File: config.mk
export PLATFORM = sky130hd
export DESIGN_NAME = led_bar_controller
export DESIGN_NICKNAME = d
export VERILOG_FILES = /design/src/rtl/led_bar_controller.sv
export SDC_FILE = /design/constraint.sdc
export NUM_CORES = 1
export LEC_CHECK = 0
export BUFFER_PORTS_ARGS = -buffer_cell sky130_fd_sc_hd__buf_2
export CORE_MARGIN = 2
export CORE_UTILIZATION = 45
export CTS_CLUSTER_SIZE = 12
export DETAILED_ROUTE_END_ITERATION = 8
export GPL_ROUTABILITY_DRIVEN = 0
export PLACE_DENSITY_LB_ADDON = 0.25
export SKIP_CTS_REPAIR_TIMING = 1
export SLEW_MARGIN = 20
export SYNTH_ARGS = -nofsm -noshare
export SYNTH_HDL_FRONTEND = slang
export SYNTH_SLANG_ARGS = --single-unit
File: constraint.sdc
create_clock -name clk -period 3.7 [get_ports clk]
set_input_delay 0.185 -clock clk [delete_from_list [all_inputs] [get_ports clk]]
set_output_delay 0.185 -clock clk [all_outputs]
set_load 0.05 [all_outputs]
File: src/rtl/led_bar_controller.sv
// LED bar fill controller: debounced-edge buttons step a 0..16 fill level
// manually, or an auto mode sweeps it up and down with a dwell at each end.
module led_bar_controller #(
    parameter int unsigned TICK_DIV   = 25_000_000,
    parameter int unsigned HOLD_TICKS = 4
) (
    input  logic       clk,
    input  logic       rst_n,
    input  logic       btn_up,
    input  logic       btn_down,
    input  logic       btn_mode,
    output logic [4:0] current_count,
    output logic       auto_active,
    output logic       at_max,
    output logic       at_min
);

    localparam int unsigned CW = 5;
    localparam int unsigned HW = 8;
    localparam int unsigned NB = 3;
    localparam int unsigned PW = (TICK_DIV > 1) ? $clog2(TICK_DIV) : 1;

    localparam logic [CW-1:0] COUNT_MAX  = CW'(16);
    localparam logic [CW-1:0] COUNT_ONE  = CW'(1);
    localparam logic [PW-1:0] PRESC_LAST = PW'(TICK_DIV - 1);
    localparam logic [HW-1:0] HOLD_LAST  = HW'(HOLD_TICKS);

    typedef enum logic [1:0] {
        MANUAL    = 2'd0,
        AUTO_UP   = 2'd1,
        AUTO_DOWN = 2'd2,
        HOLD      = 2'd3
    } state_t;

    // Button front end: bit 0 = up, bit 1 = down, bit 2 = mode.
    logic [NB-1:0] btn_raw;
    logic [NB-1:0] sync1_q;
    logic [NB-1:0] sync2_q;
    logic [NB-1:0] prev_q;
    logic [NB-1:0] arm_q;
    logic [1:0]    live_q;
    logic [NB-1:0] btn_ev;
    logic          up_ev;
    logic          down_ev;
    logic          mode_ev;

    assign btn_raw = {btn_mode, btn_down, btn_up};

    // Synchronize buttons; a button may only fire once it has been seen low
    // after reset, so a button held through reset release stays silent.
    always_ff @(posedge clk) begin
        if (!rst_n) begin
            sync1_q <= '0;
            sync2_q <= '0;
            prev_q  <= '0;
            arm_q   <= '0;
            live_q  <= '0;
        end else begin
            sync1_q <= btn_raw;
            sync2_q <= sync1_q;
            prev_q  <= sync2_q;
            live_q  <= {live_q[0], 1'b1};
            arm_q   <= arm_q | ({NB{live_q[1]}} & ~sync2_q);
        end
    end

    assign btn_ev  = sync2_q & ~prev_q & arm_q;
    assign up_ev   = btn_ev[0];
    assign down_ev = btn_ev[1];
    assign mode_ev = btn_ev[2];

    // Core state.
    state_t        state_q,    state_d;
    logic [CW-1:0] count_q,    count_d;
    logic [HW-1:0] hold_cnt_q, hold_cnt_d;
    logic          hold_dir_q, hold_dir_d;
    logic [PW-1:0] presc_q,    presc_d;
    logic          auto_d;
    logic          at_max_d;
    logic          at_min_d;
    logic          tick;

    assign tick = (presc_q == PRESC_LAST);

    // State register and registered status outputs.
    always_ff @(posedge clk) begin
        if (!rst_n) begin
            state_q       <= MANUAL;
            count_q       <= '0;
            hold_cnt_q    <= '0;
            hold_dir_q    <= 1'b0;
            presc_q       <= '0;
            auto_active   <= 1'b0;
            at_max        <= 1'b0;
            at_min        <= 1'b1;
        end else begin
            state_q       <= state_d;
            count_q       <= count_d;
            hold_cnt_q    <= hold_cnt_d;
            hold_dir_q    <= hold_dir_d;
            presc_q       <= presc_d;
            auto_active   <= auto_d;
            at_max        <= at_max_d;
            at_min        <= at_min_d;
        end
    end

    assign current_count = count_q;

    // Next-state logic; a mode event always beats a coincident tick.
    always_comb begin
        state_d    = state_q;
        count_d    = count_q;
        hold_cnt_d = hold_cnt_q;
        hold_dir_d = hold_dir_q;
        presc_d    = tick ? '0 : PW'(presc_q + PW'(1));

        case (state_q)
            MANUAL: begin
                if (mode_ev) begin
                    state_d = (count_q < COUNT_MAX) ? AUTO_UP : AUTO_DOWN;
                    presc_d = '0;
                end else if (up_ev && !down_ev) begin
                    if (count_q < COUNT_MAX) begin
                        count_d = CW'(count_q + COUNT_ONE);
                    end
                end else if (down_ev && !up_ev) begin
                    if (count_q != '0) begin
                        count_d = CW'(count_q - COUNT_ONE);
                    end
                end
            end

            AUTO_UP: begin
                if (mode_ev) begin
                    state_d = MANUAL;
                end else if (tick) begin
                    if (count_q >= CW'(COUNT_MAX - COUNT_ONE)) begin
                        count_d    = COUNT_MAX;
                        state_d    = HOLD;
                        hold_dir_d = 1'b1;
                        hold_cnt_d = '0;
                    end else begin
                        count_d = CW'(count_q + COUNT_ONE);
                    end
                end
            end

            AUTO_DOWN: begin
                if (mode_ev) begin
                    state_d = MANUAL;
                end else if (tick) begin
                    if (count_q <= COUNT_ONE) begin
                        count_d    = '0;
                        state_d    = HOLD;
                        hold_dir_d = 1'b0;
                        hold_cnt_d = '0;
                    end else begin
                        count_d = CW'(count_q - COUNT_ONE);
                    end
                end
            end

            HOLD: begin
                if (mode_ev) begin
                    state_d = MANUAL;
                end else if (tick) begin
                    hold_cnt_d = HW'(hold_cnt_q + HW'(1));
                    if (hold_cnt_d == HOLD_LAST) begin
                        state_d = hold_dir_q ? AUTO_DOWN : AUTO_UP;
                    end
                end
            end

            default: begin
                state_d = MANUAL;
            end
        endcase

        auto_d   = (state_d != MANUAL);
        at_max_d = (count_d == COUNT_MAX);
        at_min_d = (count_d == '0);
    end

endmodule

* After elaboration in Yosys (flattened, before gate mapping)
Index checks and enable logic that the tools add are counted.
Operators by class: eq/ne operators 14, reductions and logical operators 12, bitwise gates (word level) 6, $add $sub $neg 4, mux-type cells 45, magnitude comparators 3
Operators with widths (count):
- $mux W25 | 3
- $mux W8 | 8
- $mux W5 | 11
- $add A25 B1 Y25 const B | 1
- $eq A25 B25 Y1 const B | 1
- $mux W2 | 12
- $pmux W8 S3 | 1
- $ne A2 B2 Y1 const B | 8
- $pmux W5 S3 | 1
- $and A3 B3 Y3 | 3
- $reduce_and A9 Y1 | 1
- $add A8 B1 Y8 const B | 1
- $eq A8 B3 Y1 const B | 1
- $pmux W2 S4 | 1
- $mux W1 | 7
- $reduce_and A7 Y1 | 1
- $not A3 Y3 | 2
- $add A5 B1 Y5 const B | 1
- $eq A5 B5 Y1 const B | 1
- $ge A5 B4 Y1 const B | 1
- $le A5 B1 Y1 const B | 1
- $logic_not A5 Y1 | 1
- $lt A5 B5 Y1 const B | 1
- $reduce_bool A5 Y1 | 1
- 10 further kinds | 14
Storage, ports and cells: bits of input ports 5, bits in registers 58, output and inout bits 8, logic and storage cells 98

* Longest topological paths before layout
Gate-level depths: netlist (run 1).
depth after elaboration 10, gate-level depth with buffers 11, gate-level depth less buffers 10

* Least setup slack after synthesis (run 1)
Ideal clock, no wire load.
path kind reg2reg, from register count_q[4] (netlist: current_count[4]), to register at_min, setup slack 0.821 ns, period minus slack after synthesis 2.879 ns, path buffers 1, required time 3.569 ns, stages on the path, launching flop included 11, setup time 0.131 ns, arrival 2.748 ns, cells stage by stage dfxtp_1 clkbuf_1 inv_1 ha_1 nor4b_1 a21o_1 o22a_1 nand2_1 o221a_2 nand2_1 o31ai_1
On the way: word-level cells in the longest chain between the ends 7, elaborated cells on any way between the ends 19, classes of those cells add/sub: 2; order compare: 3; mux: 12; reduce/logical: 2
RTL lines:
- from (decl) | RTL line 74 | logic [CW-1:0] count_q, count_d;
- from (signal assigned) | RTL line 98 | count_q <= count_d;
- $sub A5 B1 Y5 / $reduce_bool A5 Y1 (equally long branches) | RTL line 129, 159, 128
- $mux W5 | RTL line 128 | if (count_q != '0) begin
- $mux W5 | RTL line 127 | end else if (down_ev && !up_ev) begin
- $mux W5 | RTL line 123 | end else if (up_ev && !down_ev) begin
- $mux W5 | RTL line 120 | if (mode_ev) begin
- $pmux W5 S3 * | RTL line 118 | case (state_q)
- $logic_not A5 Y1 * | RTL line 182 | at_min_d = (count_d == '0);
- to (signal assigned) | RTL line 104 | at_min <= at_min_d;
- to (decl) | RTL line 15 | output logic at_min
Every way passes the cells marked *; elsewhere a longest branch is shown, timed or not. A chain may end at the register's enable or synchronous reset.

* Worst setup path in the final report (run 1)
from register count_q[1] (netlist: current_count[1]), to register at_min
The elaborated chain is that of the path after synthesis.

==> results.md, run 1 <==
* Initial antenna violation count at 0
* Row cnt at 30
* Post-synth ARST share at 0%
* Post-synthesis mux area share at slightly below 2%
* Fin nets at just under 400
* Largest family of logic cells by synthesized area: simple AND/OR/NAND/NOR gates
* Max IR drop VDD at between 300 and 400 µV
* CTS max path bufs at 2
* Status: finished clean
* Remaining antenna violation count at 0
* P_leak at 1.331 nW
* Fmax at 358.1 MHz
* Top FF cell, synth: dfxtp_1
* RSZ-0062 raised after global routing: false
* Post-synthesis adder-cell area fraction at 3.183%
* Crit. End Element: register
* Total Routing Usage GR at about 18%
* Initial DRC Count at 147
* Hold Path Cell Cnt at 2
* Syn Inst Count at ~370
* Mapped Nets at ~390
* Area leader, netlist: dfxtp_1
* Final Power at 1.461 mW
* Diodes inserted at 0
* Period utilization at 75.48%
* Sink Count at 58
* Crit path arrival time at 3.04 ns
* Vias in the first global route at approximately 2400
* Initial core utilization at between 40% and 50%
* Yosys warns at 0
* WP data required at 3.95 ns
* Top cell type's share of synthesized area at 36.93%
* Reg clk slew, reported paths at 0.06 ns
* Final Slew Violations at 0
* WHS at ~0.063 ns
* Most frequent CP cell: ha_1
* Period minus WS final at ~2.8 ns
* Register area share after synthesis at a little under two fifths
* Vias at 2646
* Die area at between 7000 and 8000 µm²
* Die Ht at approximately 88 µm
* H-tree depth at 3
* Fin worst setup slack at between 0.9 and 1 ns
* IO buf count at 12
* CTS tree: yes
* Final hold violation count at 0
* Slew HR at 49.29%
* Vias per cell at approximately 5.5
* Pre-CTS setup slack at between 1 and 1.5 ns
* Largest net degree at the start of global routing at 33
* Number of setup violations in the final report at 0
* Worst setup SP type: register
* Simple-gate share of the synthesized area at a little under a third
* Crit path max-delay family: compound AO/OA/AOI/OAI gates
* Skew final at approximately 0.0090 ns
* Crit-path max FO at 11
* CTS Buf Count at 9
* # DRC at 0
* Core Region at 6794 µm²
* Final instance area at roughly 3500 µm²
* Critical Path, Cell by Cell: ha_1 -> and3_1 -> ha_1 -> nor4b_1 -> buf_4 -> a21oi_1 -> nor3_1 -> a311o_1 -> a221oi_1 -> nand2_1 -> o31ai_1
* Crit-path max cell delay at about 0.53 ns
* Area Growth Syn to Fin at 10.51%
* Worst-skew pair later-pin latency at between 0.3 and 0.4 ns
* DR WL/cell at roughly 13 µm
* IO Count at 13
* Total routed wirelength at 6314 µm
* Worst path buffer plus inverter count at 1
* Compound-Gate Fraction of Synth Area at 16.20%
* Grt total ovfl at 0
* Worst-margin pin slew at around 0.75 ns
* Synth top area cells: dfxtp_1 (37%), nor2_1 (4.9%), xor2_1 (3.3%)
* Cells on worst reg2reg path at 11
* Slowest cell on the critical path: dfxtp_1
* Chip width at a little under 90 µm
* DP Wirelength at about 4300 µm
* Reg-to-reg setup timing slack at slightly above 0.9 ns
* Type of the worst min-delay path: input pin to register
* Global-route wire length before repair at around 11000 µm
* Post-Syn Area at roughly 3100 µm²
* Max Cap Viol at 0
* Setup TNS at 0 ns
* Synthesized flop and latch total at 58
* Pwr/cell area at approximately 420 nW/µm²
* Avg Cell Area, Syn at between 8 and 9 µm²
* Crit Path Category: register to register
* Number of enable flip-flop cells after synthesis at 0
* Instance count on the critical path at 11
* Layout cells sized above 1 at 12.76%
* Root buf cell: clkbuf_8
* Pre-antenna DRT Iters at 4
* Synth unique cells at 68
* Placed instance area at about 3300 µm²
* Post-Synth XOR/XNOR Area at about 5.8%
==> path summary, 6_finish.rpt <==
check / from / endpoint
worst min-delay path: btn_mode / sync1_q[2]
worst max register to register: current_count[1] / at_min
worst min register to register: sync1_q[1] / sync2_q[1]
worst max-delay path: current_count[1] / at_min
==> metal layers <==
metal	vias to the layer above	part of all wire [%]	global-route usage [%]
met5	-	0	0
met4	0	2.5	8.392
met3	13	5.6	4.618
met2	70	43	25.83
met1	1213	49	24.37
li1	1350	-	-
==> cell usage in the layout, fill, tap and decap left out, types with 10 or more instances in the layout <==
master and count:
buf_2 12, nand3_1 12, dfxtp_1 58, a21oi_1 13, and3_1 10, xor2_1 12
nand2_1 27, nor3_1 14, nor2b_1 11, nor2_1 41, and2_1 14, clkbuf_8 14
o21ai_0 18
==> synth_stat cells (3+ instances only) <==
| library cell | count |
|---|---|
| inv_1 | 9 |
| a21oi_1 | 13 |
| nand2_1 | 27 |
| nor4_1 | 3 |
| nor4b_1 | 3 |
| nor3_1 | 14 |
| ha_1 | 8 |
| nand4_1 | 4 |
| nor2b_1 | 11 |
| nor2_1 | 41 |
| clkbuf_1 | 13 |
| mux2i_1 | 5 |
| and2_1 | 14 |
| or2_2 | 3 |
| a221oi_1 | 3 |
| and4_1 | 3 |
| a21boi_1 | 6 |
| xor2_1 | 12 |
| o21a_1 | 4 |
| nand3b_1 | 8 |
| nand3_1 | 12 |
| or3_1 | 5 |
| a211oi_1 | 3 |
| dfxtp_1 | 58 |
| xnor2_1 | 9 |
| a31oi_1 | 4 |
| o21ai_0 | 18 |
| and3_1 | 10 |
==> logic make-up (layout without fill, tap and decap cells) <==
family,after synthesis,after routing
adders and majority gates,8,8
xor gates and xnor gates,21,21
and+or+nand+nor,177,177
AOI/OAI and AO/OA,75,75
muxes,6,6
buffers and inverters,27,39
DFF,58,58
==> sequential cells by signal, summed over array words and instances, names as in the netlist <==
signal	flops
sync2_q	3
prev_q	3
sync1_q	3
state_q	2
at_max	1
hold_cnt_q	8
current_count	5
auto_active	1
at_min	1
hold_dir_q	1
presc_q	25
live_q	2
arm_q	3
==> power by group <==
group | switching (mW) | internal (mW) | total, mW
Combinational | 0.0966 | 0.0614 | 0.158
Sequential | 0.0244 | 0.643 | 0.667
Clock | 0.237 | 0.399 | 0.636
Total | 0.358 | 1.10 | 1.46
==> area by class of cell <==
type | instances | area (µm²)
clock buffers | 14 | 192.7
clock inverters | 1 | 30.03
fillers | 639 | 3319
inverters | 9 | 33.78
multi-input cells | 287 | 1854
flip-flops and latches | 58 | 1161
well taps | 96 | 120.1
repair buffers | 15 | 82.58
==> through the flow <==
| step | utilization, % | instances |
|---|---|---|
| floorplan | - | 372 |
| global placement | 47.86 | 465 |
| detailed placement | 47.86 | 465 |
| CTS | 51.14 | 480 |
| global route | 51.14 | 480 |
| finish | 51.14 | 480 |
Power figures use the tool's default switching activity.
==> run 2, diff against run 1 <==
==> constraint.sdc (replaced) <==
create_clock -name clk -period 2.8 [get_ports clk]
set_input_delay 0.14 -clock clk [delete_from_list [all_inputs] [get_ports clk]]
set_output_delay 0.14 -clock clk [all_outputs]
set_load 0.05 [all_outputs]
==> run 2 against run 1 <==
  * Final area up 1.9%
  * Global-route usage rose by 1.0 points
  * Hold slack worse by 0.051 ns
  * First-iteration DRC count grew 130%
  * Fmax grew 5.3%
  * Clock skew shrank 0.00067 ns
  * Die area unchanged
  * Power increased by 30%
  * Count of clock-buffer cells in the layout down 2
  * Critical path type unchanged
  * Largest power group unchanged
==> results.md, run 2 (same netlist as run 1, synthesis figures left out) <==
* Status: finished clean
* Fillers at about 650
* Non-Filler Instances at ~490
* Skew final at approximately 0.0084 ns
* Sink Count at 58
* Initial antenna violation count at 0
* Root buf cell: clkbuf_8
* H-tree depth at 3
* Most frequent cells in the layout: dfxtp_1 (58), nor2_1 (41), nand2_1 (27)
* Top reg by flops: presc_q
* CTS Buf Count at 9
* Placed instance area at 3318 µm²
* Vias in the first global route at ~2500
* DP Wirelength at between 4000 and 5000 µm
* Largest net degree at the start of global routing at 33
* Crit path arrival time at ~2.9 ns
* Type of the worst min-delay path: input pin to register
* IO Count at 13
* Crit-path max cell delay at 0.47 ns
* IO buf count at 12
* Diodes inserted at 0
* Chip width at about 88 µm
* Number of setup violations in the final report at 0
* Worst-margin pin slew at approximately 0.62 ns
* P_leak at about 1.4 nW
* Initial core utilization at a little under half
* Commonest non-fill, non-tap cell in the layout: dfxtp_1
* Die area at about 7700 µm²
* Row cnt at 30
* Total Routing Usage GR at around a fifth
* Period minus WS final at approximately 2.7 ns
* Final Slew Violations at 0
* Worst-skew pair later-pin latency at ~0.34 ns
* Setup TNS at 0 ns
* Pwr/cell area at about 540 nW/µm²
* Crit Path Category: register to register
* # placed instances at 473
* Final hold violation count at 0
* Total routed wirelength at around 6600 µm
* Remaining antenna violation count at 0
* Fin nets at ~400
* Worst path buffer plus inverter count at 0
* DR WL/cell at 13.49 µm
* Largest register FFs at 25
* WHS at between 0.01 and 0.015 ns
* Global-route wire length before repair at 11280 µm
* Most frequent CP cell: ha_1
* Critical Path, Cell by Cell: ha_1 -> and3_1 -> ha_1 -> nor4b_4 -> a21oi_1 -> nor3_1 -> a311o_1 -> a221oi_1 -> nand2_1 -> o31ai_1
* Reg clk slew, reported paths at 0.06 ns
* Vias per cell at roughly 5.6
* Slew HR at between 50 and 60%
* Crit-path max FO at 9
* Core Region at about 6800 µm²
* CTS max path bufs at 2
* Max IR drop VDD at roughly 350 µV
* Pre-antenna DRT Iters at 5
* Worst setup SP type: register
* Vias at between 2000 and 3000
* Slowest cell on the critical path: dfxtp_1
* CTS tree: yes
* Crit. End Element: register
* Die Ht at just under 90 µm
* Layout cells sized above 1 at around 15%
* Final Power at 1.906 mW
* WP data required at approximately 3 ns
* Max Cap Viol at 0
* Final instance area at between 3000 and 4000 µm²
* Area Growth Syn to Fin at 12.61%
* Fmax at 376.9 MHz
* # DRC at 0
* Crit path max-delay family: compound AO/OA/AOI/OAI gates
* Period utilization at a little over nine tenths
* Grt total ovfl at 0
* Initial DRC Count at around 340
* RSZ-0062 raised after global routing: false
[run 2: cell count changes in the layout (fill, tap and decap cells not counted), sizes merged]
cell and change:
clkbuf -2, buf +8, clkinv +3
[run 2: power by group]
part / internal, mW / switching, mW / total, mW / leakage (nW)
clock: 0.482 / 0.323 / 0.805 / 0.112
combinational: 0.0884 / 0.138 / 0.227 / 0.787
sequential: 0.849 / 0.0245 / 0.874 / 0.471
[run 2: per-stage QoR]
stage / utilization, % / setup WS, ns
after floorplan: - / 0.1104
after global placement: 48.84 / 0.2869
after detailed placement: 48.84 / 0.1933
after CTS: 51.99 / 0.1503
after global routing: 52.12 / 0.02828
final: 52.12 / 0.1467
[run 2: final cells by class]
| cell class | instances | area (µm²) | share of cell area [%] |
|---|---|---|---|
| multi-input cells | 287 | 1869 | 52.79 |
| flip-flops and latches | 58 | 1161 | 32.79 |
| clock buffers | 12 | 165.2 | 4.664 |
| repair buffers | 23 | 142.6 | 4.028 |
| well taps | 96 | 120.1 | 3.392 |
| clock inverters | 4 | 48.80 | 1.378 |
| inverters | 9 | 33.78 | 0.9541 |
[run 2: worst reg2reg max path, cell delays in order, from the launching register on]
cell and delay, ns:
dfxtp_1 0.47, ha_1 0.29, and3_1 0.23, ha_1 0.24
nor4b_4 0.09, a21oi_1 0.16, nor3_1 0.06, a311o_1 0.31
a221oi_1 0.36, nand2_1 0.16, o31ai_1 0.20
[run 2: path summary, 6_finish.rpt]
check                           slack, ns    endpoint             start  cells past startpoint
worst max-delay path                 0.15      at_min  current_count[0]                     10
worst min-delay path                 0.01  sync1_q[2]          btn_mode                      2
worst max register to register       0.15      at_min  current_count[0]                     10
worst min register to register       0.44   live_q[1]         live_q[0]                      1
[run 2: per-layer routing]
metal / part of all wire [%] / vias up / GRT usage (%)
li1: - / 1359 / -
met2: 45 / 80 / 28.72
met3: 5.2 / 21 / 4.807
met5: 0 / - / 0
met1: 48 / 1258 / 25.28
met4: 2.3 / 0 / 7.413
